## config.mk

```make
export PLATFORM = sky130hd
export DESIGN_NAME = t01_mem_responder
export DESIGN_NICKNAME = d
export VERILOG_FILES = /design/src/rtl/t01_mem_pkg.sv /design/src/rtl/t01_mem_responder_steer.sv /design/src/rtl/t01_mem_responder.sv
export SDC_FILE = /design/constraint.sdc
export NUM_CORES = 1
export LEC_CHECK = 0
export ABC_AREA = 1
export CORE_MARGIN = 4
export CORE_UTILIZATION = 50
export CTS_CLUSTER_SIZE = 12
export DETAILED_ROUTE_END_ITERATION = 10
export PLACE_DENSITY = 0.95
export SYNTH_ARGS = -nofsm -noshare
export SYNTH_HDL_FRONTEND = slang
export SYNTH_HIERARCHICAL = 1
export SYNTH_SLANG_ARGS = --single-unit
export TNS_END_PERCENT = 10
```

## constraint.sdc

```tcl
create_clock -name clk -period 6.65 [get_ports clk]
set_clock_uncertainty 0.05 [all_clocks]
set_input_delay 1.33 -clock clk [delete_from_list [all_inputs] [get_ports clk]]
set_output_delay 1.33 -clock clk [all_outputs]
set_load 0.01 [all_outputs]
```

## src/rtl/t01_mem_pkg.sv

```systemverilog
// Shared types for the data-memory responder: access widths, responder states and byte-lane masks.
package t01_mem_pkg;

    typedef enum logic [1:0] {
        BYTE     = 2'd0,
        HALFWORD = 2'd1,
        WORD     = 2'd2
    } data_width_t;

    typedef enum logic [1:0] {
        ST_IDLE   = 2'd0,
        ST_ACCESS = 2'd1,
        ST_DONE   = 2'd2
    } resp_state_t;

    typedef enum logic [1:0] {
        KIND_WRITE = 2'd0,
        KIND_READ  = 2'd1,
        KIND_FETCH = 2'd2
    } req_kind_t;

    localparam logic [3:0] SEL_BYTE0   = 4'b0001;
    localparam logic [3:0] SEL_HALF_LO = 4'b0011;
    localparam logic [3:0] SEL_HALF_HI = 4'b1100;
    localparam logic [3:0] SEL_WORD    = 4'b1111;

endpackage

```

## src/rtl/t01_mem_responder_steer.sv

```systemverilog
// Byte-lane steering: lane selects, replicated store data, right-justified load data
// and the misalignment flag for one access width and byte offset.
module t01_lane_steer
    import t01_mem_pkg::*;
(
    input  data_width_t width_i,
    input  logic [1:0]  addr_lo_i,
    input  logic [31:0] wdata_i,
    input  logic [31:0] bus_rdata_i,
    output logic [3:0]  sel_o,
    output logic [31:0] wdat_o,
    output logic [31:0] rdata_o,
    output logic        misalign_o
);

    logic [31:0] byte_shift;

    assign byte_shift = bus_rdata_i >> {addr_lo_i, 3'b000};

    always_comb begin
        sel_o      = SEL_WORD;
        wdat_o     = wdata_i;
        rdata_o    = bus_rdata_i;
        misalign_o = 1'b0;
        case (width_i)
            BYTE: begin
                sel_o   = SEL_BYTE0 << addr_lo_i;
                wdat_o  = {4{wdata_i[7:0]}};
                rdata_o = {24'b0, byte_shift[7:0]};
            end
            HALFWORD: begin
                sel_o      = addr_lo_i[1] ? SEL_HALF_HI : SEL_HALF_LO;
                wdat_o     = {2{wdata_i[15:0]}};
                rdata_o    = {16'b0, (addr_lo_i[1] ? bus_rdata_i[31:16] : bus_rdata_i[15:0])};
                misalign_o = addr_lo_i[0];
            end
            default: begin
                misalign_o = |addr_lo_i;
            end
        endcase
    end

endmodule

```

## src/rtl/t01_mem_responder.sv

```systemverilog
// Data/fetch request responder bridging the core memory handshake onto a Wishbone-classic port.
//   state     | meaning
//   ST_IDLE   | arbitrate DataWrite > DataRead > InstrRead, latch the request
//   ST_ACCESS | bus cycle open, wait for ack_i or timeout
//   ST_DONE   | one-cycle dhit/ihit (and bus_err) pulse, requests ignored
module t01_mem_responder
    import t01_mem_pkg::*;
#(
    parameter int unsigned TIMEOUT_CYCLES = 255
)
(
    input  logic        clk,
    input  logic        nRST,
    input  logic        DataRead,
    input  logic        DataWrite,
    input  logic [31:0] address,
    input  logic [31:0] writedata,
    input  logic [1:0]  datawidth,
    input  logic        InstrRead,
    input  logic [31:0] instr_addr,
    output logic [31:0] data_i,
    output logic [31:0] instr_o,
    output logic        dhit,
    output logic        ihit,
    output logic        bus_err,
    output logic [31:0] adr_o,
    output logic [31:0] dat_o,
    output logic [3:0]  sel_o,
    output logic        we_o,
    output logic        cyc_o,
    output logic        stb_o,
    input  logic [31:0] dat_i,
    input  logic        ack_i
);

    localparam int CNT_W = $clog2(TIMEOUT_CYCLES + 1);
    localparam logic [CNT_W-1:0] TC_LOAD = CNT_W'(TIMEOUT_CYCLES - 1);

    resp_state_t       state_q, state_d;
    req_kind_t         kind_q, kind_d;
    data_width_t       width_q, width_d;
    logic [1:0]        addr_lo_q, addr_lo_d;
    logic              err_q, err_d;
    logic [CNT_W-1:0]  cnt_q, cnt_d;
    logic              cyc_q, cyc_d;
    logic              we_q, we_d;
    logic [31:0]       adr_q, adr_d;
    logic [31:0]       dat_q, dat_d;
    logic [3:0]        sel_q, sel_d;
    logic [31:0]       data_q, data_d;
    logic [31:0]       instr_q, instr_d;

    data_width_t       st_width;
    logic [1:0]        st_addr_lo;
    logic [3:0]        st_sel;
    logic [31:0]       st_wdat;
    logic [31:0]       st_rdata;
    logic              st_misalign;

    // Live request fields steer lanes while idle; the latched ones steer read data in ACCESS.
    assign st_width   = (state_q == ST_IDLE) ? data_width_t'(datawidth) : width_q;
    assign st_addr_lo = (state_q == ST_IDLE) ? address[1:0] : addr_lo_q;

    t01_lane_steer u_steer (
        .width_i     (st_width),
        .addr_lo_i   (st_addr_lo),
        .wdata_i     (writedata),
        .bus_rdata_i (dat_i),
        .sel_o       (st_sel),
        .wdat_o      (st_wdat),
        .rdata_o     (st_rdata),
        .misalign_o  (st_misalign)
    );

    always_ff @(posedge clk or negedge nRST) begin
        if (!nRST) begin
            state_q   <= ST_IDLE;
            kind_q    <= KIND_READ;
            width_q   <= WORD;
            addr_lo_q <= 2'b00;
            err_q     <= 1'b0;
            cnt_q     <= '0;
            cyc_q     <= 1'b0;
            we_q      <= 1'b0;
            adr_q     <= '0;
            dat_q     <= '0;
            sel_q     <= '0;
            data_q    <= '0;
            instr_q   <= '0;
        end else begin
            state_q   <= state_d;
            kind_q    <= kind_d;
            width_q   <= width_d;
            addr_lo_q <= addr_lo_d;
            err_q     <= err_d;
            cnt_q     <= cnt_d;
            cyc_q     <= cyc_d;
            we_q      <= we_d;
            adr_q     <= adr_d;
            dat_q     <= dat_d;
            sel_q     <= sel_d;
            data_q    <= data_d;
            instr_q   <= instr_d;
        end
    end

    always_comb begin
        state_d   = state_q;
        kind_d    = kind_q;
        width_d   = width_q;
        addr_lo_d = addr_lo_q;
        err_d     = err_q;
        cnt_d     = cnt_q;
        cyc_d     = cyc_q;
        we_d      = we_q;
        adr_d     = adr_q;
        dat_d     = dat_q;
        sel_d     = sel_q;
        data_d    = data_q;
        instr_d   = instr_q;

        case (state_q)
            ST_IDLE: begin
                if (DataWrite || DataRead) begin
                    kind_d    = DataWrite ? KIND_WRITE : KIND_READ;
                    width_d   = st_width;
                    addr_lo_d = address[1:0];
                    if (st_misalign) begin
                        err_d   = 1'b1;
                        state_d = ST_DONE;
                        if (!DataWrite) begin
                            data_d = '0;
                        end
                    end else begin
                        err_d   = 1'b0;
                        state_d = ST_ACCESS;
                        cyc_d   = 1'b1;
                        we_d    = DataWrite;
                        adr_d   = address & ~32'h3;
                        dat_d   = st_wdat;
                        sel_d   = st_sel;
                        cnt_d   = TC_LOAD;
                    end
                end else if (InstrRead) begin
                    kind_d  = KIND_FETCH;
                    err_d   = 1'b0;
                    state_d = ST_ACCESS;
                    cyc_d   = 1'b1;
                    we_d    = 1'b0;
                    adr_d   = instr_addr & ~32'h3;
                    sel_d   = SEL_WORD;
                    cnt_d   = TC_LOAD;
                end
            end
            ST_ACCESS: begin
                if (ack_i) begin
                    cyc_d   = 1'b0;
                    state_d = ST_DONE;
                    if (kind_q == KIND_READ) begin
                        data_d = st_rdata;
                    end else if (kind_q == KIND_FETCH) begin
                        instr_d = dat_i;
                    end
                end else if (cnt_q == '0) begin
                    // Abandoned access: reads of either kind hand back zero.
                    cyc_d   = 1'b0;
                    err_d   = 1'b1;
                    state_d = ST_DONE;
                    if (kind_q == KIND_READ) begin
                        data_d = '0;
                    end else if (kind_q == KIND_FETCH) begin
                        instr_d = '0;
                    end
                end else begin
                    cnt_d = cnt_q - 1'b1;
                end
            end
            ST_DONE: begin
                state_d = ST_IDLE;
            end
            default: begin
                state_d = ST_IDLE;
                cyc_d   = 1'b0;
            end
        endcase
    end

    assign dhit    = (state_q == ST_DONE) && (kind_q != KIND_FETCH);
    assign ihit    = (state_q == ST_DONE) && (kind_q == KIND_FETCH);
    assign bus_err = (state_q == ST_DONE) && err_q;

    assign data_i  = data_q;
    assign instr_o = instr_q;
    assign adr_o   = adr_q;
    assign dat_o   = dat_q;
    assign sel_o   = sel_q;
    assign we_o    = we_q;
    assign cyc_o   = cyc_q;
    assign stb_o   = cyc_q;

endmodule

```

Word-level counts from Yosys, hierarchy flattened --
Cells that the tools add are included.
Word-level totals: memories 0, bits in read-only memories 0, bits of input ports 136, bits in latches 0, output and inout bits 138, bits in writable memories 0, flip-flop bits (word level) 151
Cells by class: $lt $le $gt $ge 0, equal/unequal tests 17, shift operators 2, divide/modulo/power cells 0, reductions and logical operators 21, $mul 0, add/subtract/negate cells 1, bitwise operators 3, multiplexer cells 57
Operator list (number):
- $mux W32 | 16
- $pmux W32 S2 | 3
- $mux W8 | 5
- $shr A32 B5 Y8 | 1
- $mux W2 | 9
- $mux W16 | 1
- $mux W4 | 4
- $ne A2 B2 Y1 const B | 8
- $pmux W8 S2 | 1
- $mux W1 | 13
- $reduce_and A4 Y1 | 3
- $logic_not A8 Y1 | 1
- $pmux W4 S2 | 1
- $sub A8 B1 Y8 const B | 1
- $eq A2 B1 Y1 const B | 3
- $ne A3 B3 Y1 const B | 2
- $reduce_and A2 Y1 | 3
- $reduce_and A3 Y1 | 2
- $reduce_and A6 Y1 | 1
- $reduce_bool A2 Y1 | 3
- $reduce_and A5 Y1 | 1
- $eq A2 B2 Y1 const B | 2
- $logic_not A2 Y1 | 2
- $pmux W1 S2 | 2
- other kinds (9) | 13

Longest topological paths before layout --
depth in word-level cells 7, mapped depth 14, gate-level depth less buffers 14

By module --
The synthesis kept the hierarchy.
Modules (own cells, without submodules):
- t01_mem_responder | area an instance 6899.1 um^2, seq. area each 3731.1 um^2, cells an instance 895, instances 1
- t01_lane_steer | area an instance 989.7 um^2, seq. area each 0.0 um^2, cells an instance 220, instances 1

Worst setup path before layout --
No wires, ideal clock.
path kind input port to flip-flop, from input port address[1], to register data_q[0], in the netlist data_i[0], arrival 2.922 ns, path buffers 3, data required time 6.483 ns, stages on the path 12, setup slack 3.561 ns, path through inv_1 > o21ai_0 > buf_2 > buf_2 > nand2_1 > a21oi_1 > nand2_1 > nand2_1 > nand3_4 > buf_6 > nand2_1 > nand2_1
Between the ends: elaborated cells on any way between the ends 11, classes of those cells eq/ne: 1; shift: 1; mux: 7; reduce/logical: 2
RTL lines:
- start, declared | RTL line t01_mem_responder.sv:16 | input logic [31:0] address,
- $mux W2 | RTL line t01_mem_responder.sv:62 | assign st_addr_lo = (state_q == ST_IDLE) ? address[1:0] : addr_lo_q;
- named net st_addr_lo[1] | RTL line t01_mem_responder.sv:54 | logic [1:0] st_addr_lo;
- $reduce_or A2 Y1 | RTL line t01_mem_responder_steer.sv:38 | misalign_o = |addr_lo_i;
- $pmux W1 S2 | RTL line t01_mem_responder_steer.sv:25 | case (width_i)
- named net st_misalign | RTL line t01_mem_responder.sv:58 | logic st_misalign;
- $ne A2 B2 Y1 (no line)
- $reduce_and A6 Y1 (no line)
- end signal, assigned | RTL line t01_mem_responder.sv:102 | data_q <= data_d;
- end, declared | RTL line t01_mem_responder.sv:50 | logic [31:0] data_q, data_d;
The timed path passes the listed nets, and every way through them passes these cells. The select of a mux whose other input is x is not followed. A chain may end at the register's enable or synchronous reset.

Worst setup path after layout --
from input port datawidth[1], to register dat_q[18], in the netlist dat_o[18]
Between the ends: cells in the longest elaborated chain, start to end 5, elaborated cells on any way between the ends 7, classes of those cells eq/ne: 1; mux: 3; bitwise: 1; reduce/logical: 2
RTL lines:
- start, declared | RTL line t01_mem_responder.sv:18 | input logic [1:0] datawidth,
- $mux W2 (*) | RTL line t01_mem_responder.sv:61 | assign st_width = (state_q == ST_IDLE) ? data_width_t'(datawidth) : width_q;
- named net st_width[1] | RTL line t01_mem_responder.sv:53 | data_width_t st_width;
- $eq A2 B1 Y1 or $logic_not A2 Y1 (tied branches) | RTL line t01_mem_responder_steer.sv:25
- $pmux W1 S2 (*) | RTL line t01_mem_responder_steer.sv:25
- named net st_misalign | RTL line t01_mem_responder.sv:58
- $not A1 Y1 (no line) (*)
- $reduce_and A3 Y1 (no line) (*)
- end signal, assigned | RTL line t01_mem_responder.sv:100 | dat_q <= dat_d;
- end, declared | RTL line t01_mem_responder.sv:48 | logic [31:0] dat_q, dat_d;
The timed path passes the listed nets; every way through them passes the cells marked *.

==> impl_metrics.csv <==
group,metric,value,unit
synthesis,synthMuxAreaShare,0,
power,pwr-share-comb,0.517,
clock_tree,clkSinkCount,149,
timing,finalSetupViolCount,0,
power,net-switching-power,2.39,mW
routing,postRouteAntennaNets,0,
clock_tree,ctsHoldBuffers,0,
power,p_int,3.28,mW
global_routing,grt_max_degree,91,
cells_and_area,diodes,0,
synthesis,syn-mean-instance-area,7.08,um^2
clock_tree,cts_tree,"yes",
timing,slew_viol_final,0,
worst_setup_path,start_kind,"input pin",
timing,fmax,195,MHz
cells_and_area,fin_util,0.733,
floorplan,coreArea,15300,um^2
clock_tree,post_cts_resize_count,0,
routing,wl_per_cell,16.0,um
global_routing,grt.overflow.total,0,
synthesis,synth_top_area_share,0.466,
clock_tree,post_cts_buffers,0,
timing,rsz0062_at_grt,"no",
cells_and_area,fill_cells,1128,
clock_tree,clkLatencyLatePin,0.43,ns
synthesis,synth_top_family_by_area,"simple AND/OR/NAND/NOR gates",
worst_setup_path,worstSetupPathType,"input pin to register",
place,place_area,10500,um^2
routing,vias,8330,
synthesis,yosys_warnings,6,
job,cap_viol_max_count,0,
power,clkPwrFrac,0.201,
power,sw_frac_of_total,0.421,
synthesis,synthTopCellsByArea,"dfrtp_1 47%, nand2_1 26%, nand3_1 7.6%",
min_path,min_path_type,"register to register",
power,max-vdd-ir-drop,0.000233,V
power,power.density,504,nW/um^2
cells_and_area,fin_nets,1477,
worst_setup_path,arrival,5.39,ns
routing,drt_iter0_markers,870,
cells_and_area,finalInstanceArea,11200,um^2
floorplan,die_area,17900,um^2
synthesis,synth-simple-area-share,0.401,
floorplan,start_util,0.515,
place,dp.cells,1531,
timing,tns,0,ns
clock_tree,clk_pin_slew,0.06,ns
routing,via_per_inst,5.33,
place,hpwl,17600,um
power,power_frac_seq,0.282,
timing,maxSlewHeadroom,0.199,
floorplan,die_w,134,um
clock_tree,cts_max_level,4,
worst_setup_path,r2r-start,"state_q[1]$_DFFE_PN0P_",
floorplan,core.rowCount,45,
routing,drt_pass1_iterations,9,
synthesis,synth_area,7890,um^2
power,power_leakage,5.70,nW
synthesis,synth_xor_area_frac,0,
global_routing,grt_pass1_vias,7812,
worst_setup_path,cp_data_required_time,6.90,ns
global_routing,grtUsageTotal,0.279,
global_routing,grt_antenna_before_repair,0,
floorplan,io_pins,274,
synthesis,synth.distinct_cells,29,
floorplan,die_h,134,um
synthesis,yosys.area.top_type,"dfrtp_1",
synthesis,synth_compound_area_frac,0.0403,
place,gp_congestion,0.922,
timing,worst_slew_pin_slew,1.20,ns
clock_tree,numCtsBuffers,17,
worst_setup_path,path_max_fanout,40,
routing,drc,1,
clock_tree,cts_buffer_depth,2,
synthesis,ys_seq_area_frac,0.473,
synthesis,ys_ff_latch,149,
min_path,holdCritStartpoint,"instr_o[16]$_DFFE_PN0P_",
status,status,"finished with violations",
cells_and_area,layout.cells.non_filler,1563,
status,violations,"DRC",
place,io_buffers,269,
cells_and_area,final_layout_size_suffix_gt1_frac,0.0496,
timing,fin_crit_sh,0.772,
clock_tree,clock-root-buffer,"clkbuf_16",
global_routing,grt_pass1_wl,39900,um
cells_and_area,syn2layout_area_growth,42.4,%
worst_setup_path,cp-end-kind,"register",
synthesis,synth_adder_area_share,0.00317,
timing,finalCriticalPeriod,5.13,ns
timing,final_hold_viol_count,0,
routing,wl,25100,um
worst_setup_path,crit_start,"datawidth[1]",
synthesis,synthCells,1115,
power,p_total,5.66,mW
[flip-flops by register name, indices dropped and copies added, names as in the netlist]
register	flops
cyc_o	1
kind_q	2
adr_o	30
we_o	1
sel_o	4
cnt_q	8
state_q	2
addr_lo_q	2
instr_o	32
width_q	2
data_i	32
err_q	1
dat_o	32
[through the flow]
step | hold WS [ns] | setup WS (ns)
after global placement | 0.403 | 1.25
after global routing | 0.434 | 1.16
after CTS | 0.423 | 1.57
after floorplan | 0.403 | 3.56
after detailed placement | 0.408 | 1.18
final | 0.422 | 1.52
[final timing paths]
check                                           to  slack (ns)  depth (start not counted)
setup / recovery             dat_o[18]$_DFFE_PN0P_        1.52                         10
hold / removal             instr_o[16]$_DFFE_PN0P_        0.42                          2
setup reg to reg             dat_o[18]$_DFFE_PN0P_        2.02                         11
hold reg to reg            instr_o[16]$_DFFE_PN0P_        0.42                          2
max in group asynchronous   instr_o[6]$_DFFE_PN0P_        4.43                          2
min in group asynchronous     cnt_q[2]$_DFFE_PN0P_        0.90                          1
[logic make-up after synthesis]
kind of cell,Yosys count
compound gates,57
simple gates,766
flops,149
other cells,1
buf+inv,140
fa+ha+maj,2
[critical path, stage by stage]
cell             delay (ns)
clkdlybuf4s50_1        0.40
inv_1                  0.10
o21ai_4                0.06
buf_4                  0.28
nor2_2                 0.85
a21oi_1                0.24
inv_1                  0.78
nand2_1                0.92
nand2_1                0.30
nand2_1                0.10
[power by group through the flow]
stage	Sequential, mW	Clock, mW	Combinational, mW
after global routing	1.65	1.19	3.21
after global placement	1.58	0	2.80
after CTS	1.59	1.15	2.92
after detailed placement	1.59	0	2.90
final	1.60	1.14	2.93
after floorplan	1.74	0	1.49
[per-layer routing]
metal / wire [um] / GRT usage / up-vias / part of all wire
li1: - / - / 3950 / -
met1: 9440 / 0.345 / 3802 / 0.38
met2: 12200 / 0.464 / 507 / 0.49
met3: 2610 / 0.0804 / 71 / 0.10
met4: 798 / 0.105 / 0 / 0.032
met5: 0 / 0 / - / 0
[Yosys cell counts, drive strengths merged]
library cell,n
nand4,32
nor3,2
dfstp,2
buf,58
o22ai,1
o21ai,42
conb,1
ha,2
a21oi,9
nor3b,1
clkbuf,18
nand3,122
inv,64
nand2,552
dfrtp,147
nor2,57
o211ai,5
[area by class of cell]
type,instances,area [um^2],share of cell area
clock buffers,17,425,0.0379
multi-input cells,827,3530,0.314
clock inverters,15,273,0.0243
flip-flops and latches,149,3730,0.332
well taps,211,264,0.0235
inverters,64,240,0.0214
repair buffers,280,2770,0.247
[cell usage in the layout (no fill, tap or decap), types with 2 or more instances in the layout]
| master | count |
|---|---|
| o21ai_4 | 2 |
| clkdlybuf4s50_1 | 267 |
| nand3_1 | 120 |
| nor2_4 | 3 |
| o21ai_0 | 22 |
| clkinvlp_4 | 2 |
| o21ai_1 | 16 |
| buf_4 | 11 |
| nor2_1 | 52 |
| dfstp_2 | 2 |
| ha_1 | 2 |
| inv_2 | 7 |
| inv_6 | 2 |
| conb_1 | 2 |
| o21ai_2 | 2 |
| a21oi_1 | 8 |
| nor2_2 | 2 |
| clkinv_2 | 2 |
| dfrtp_1 | 147 |
| nand2_1 | 551 |
| o211ai_1 | 5 |
| clkbuf_16 | 17 |
| bufinv_16 | 7 |
| nor3_1 | 2 |
| nand4_1 | 32 |
| inv_1 | 57 |
Power figures use the tool's default switching activity.
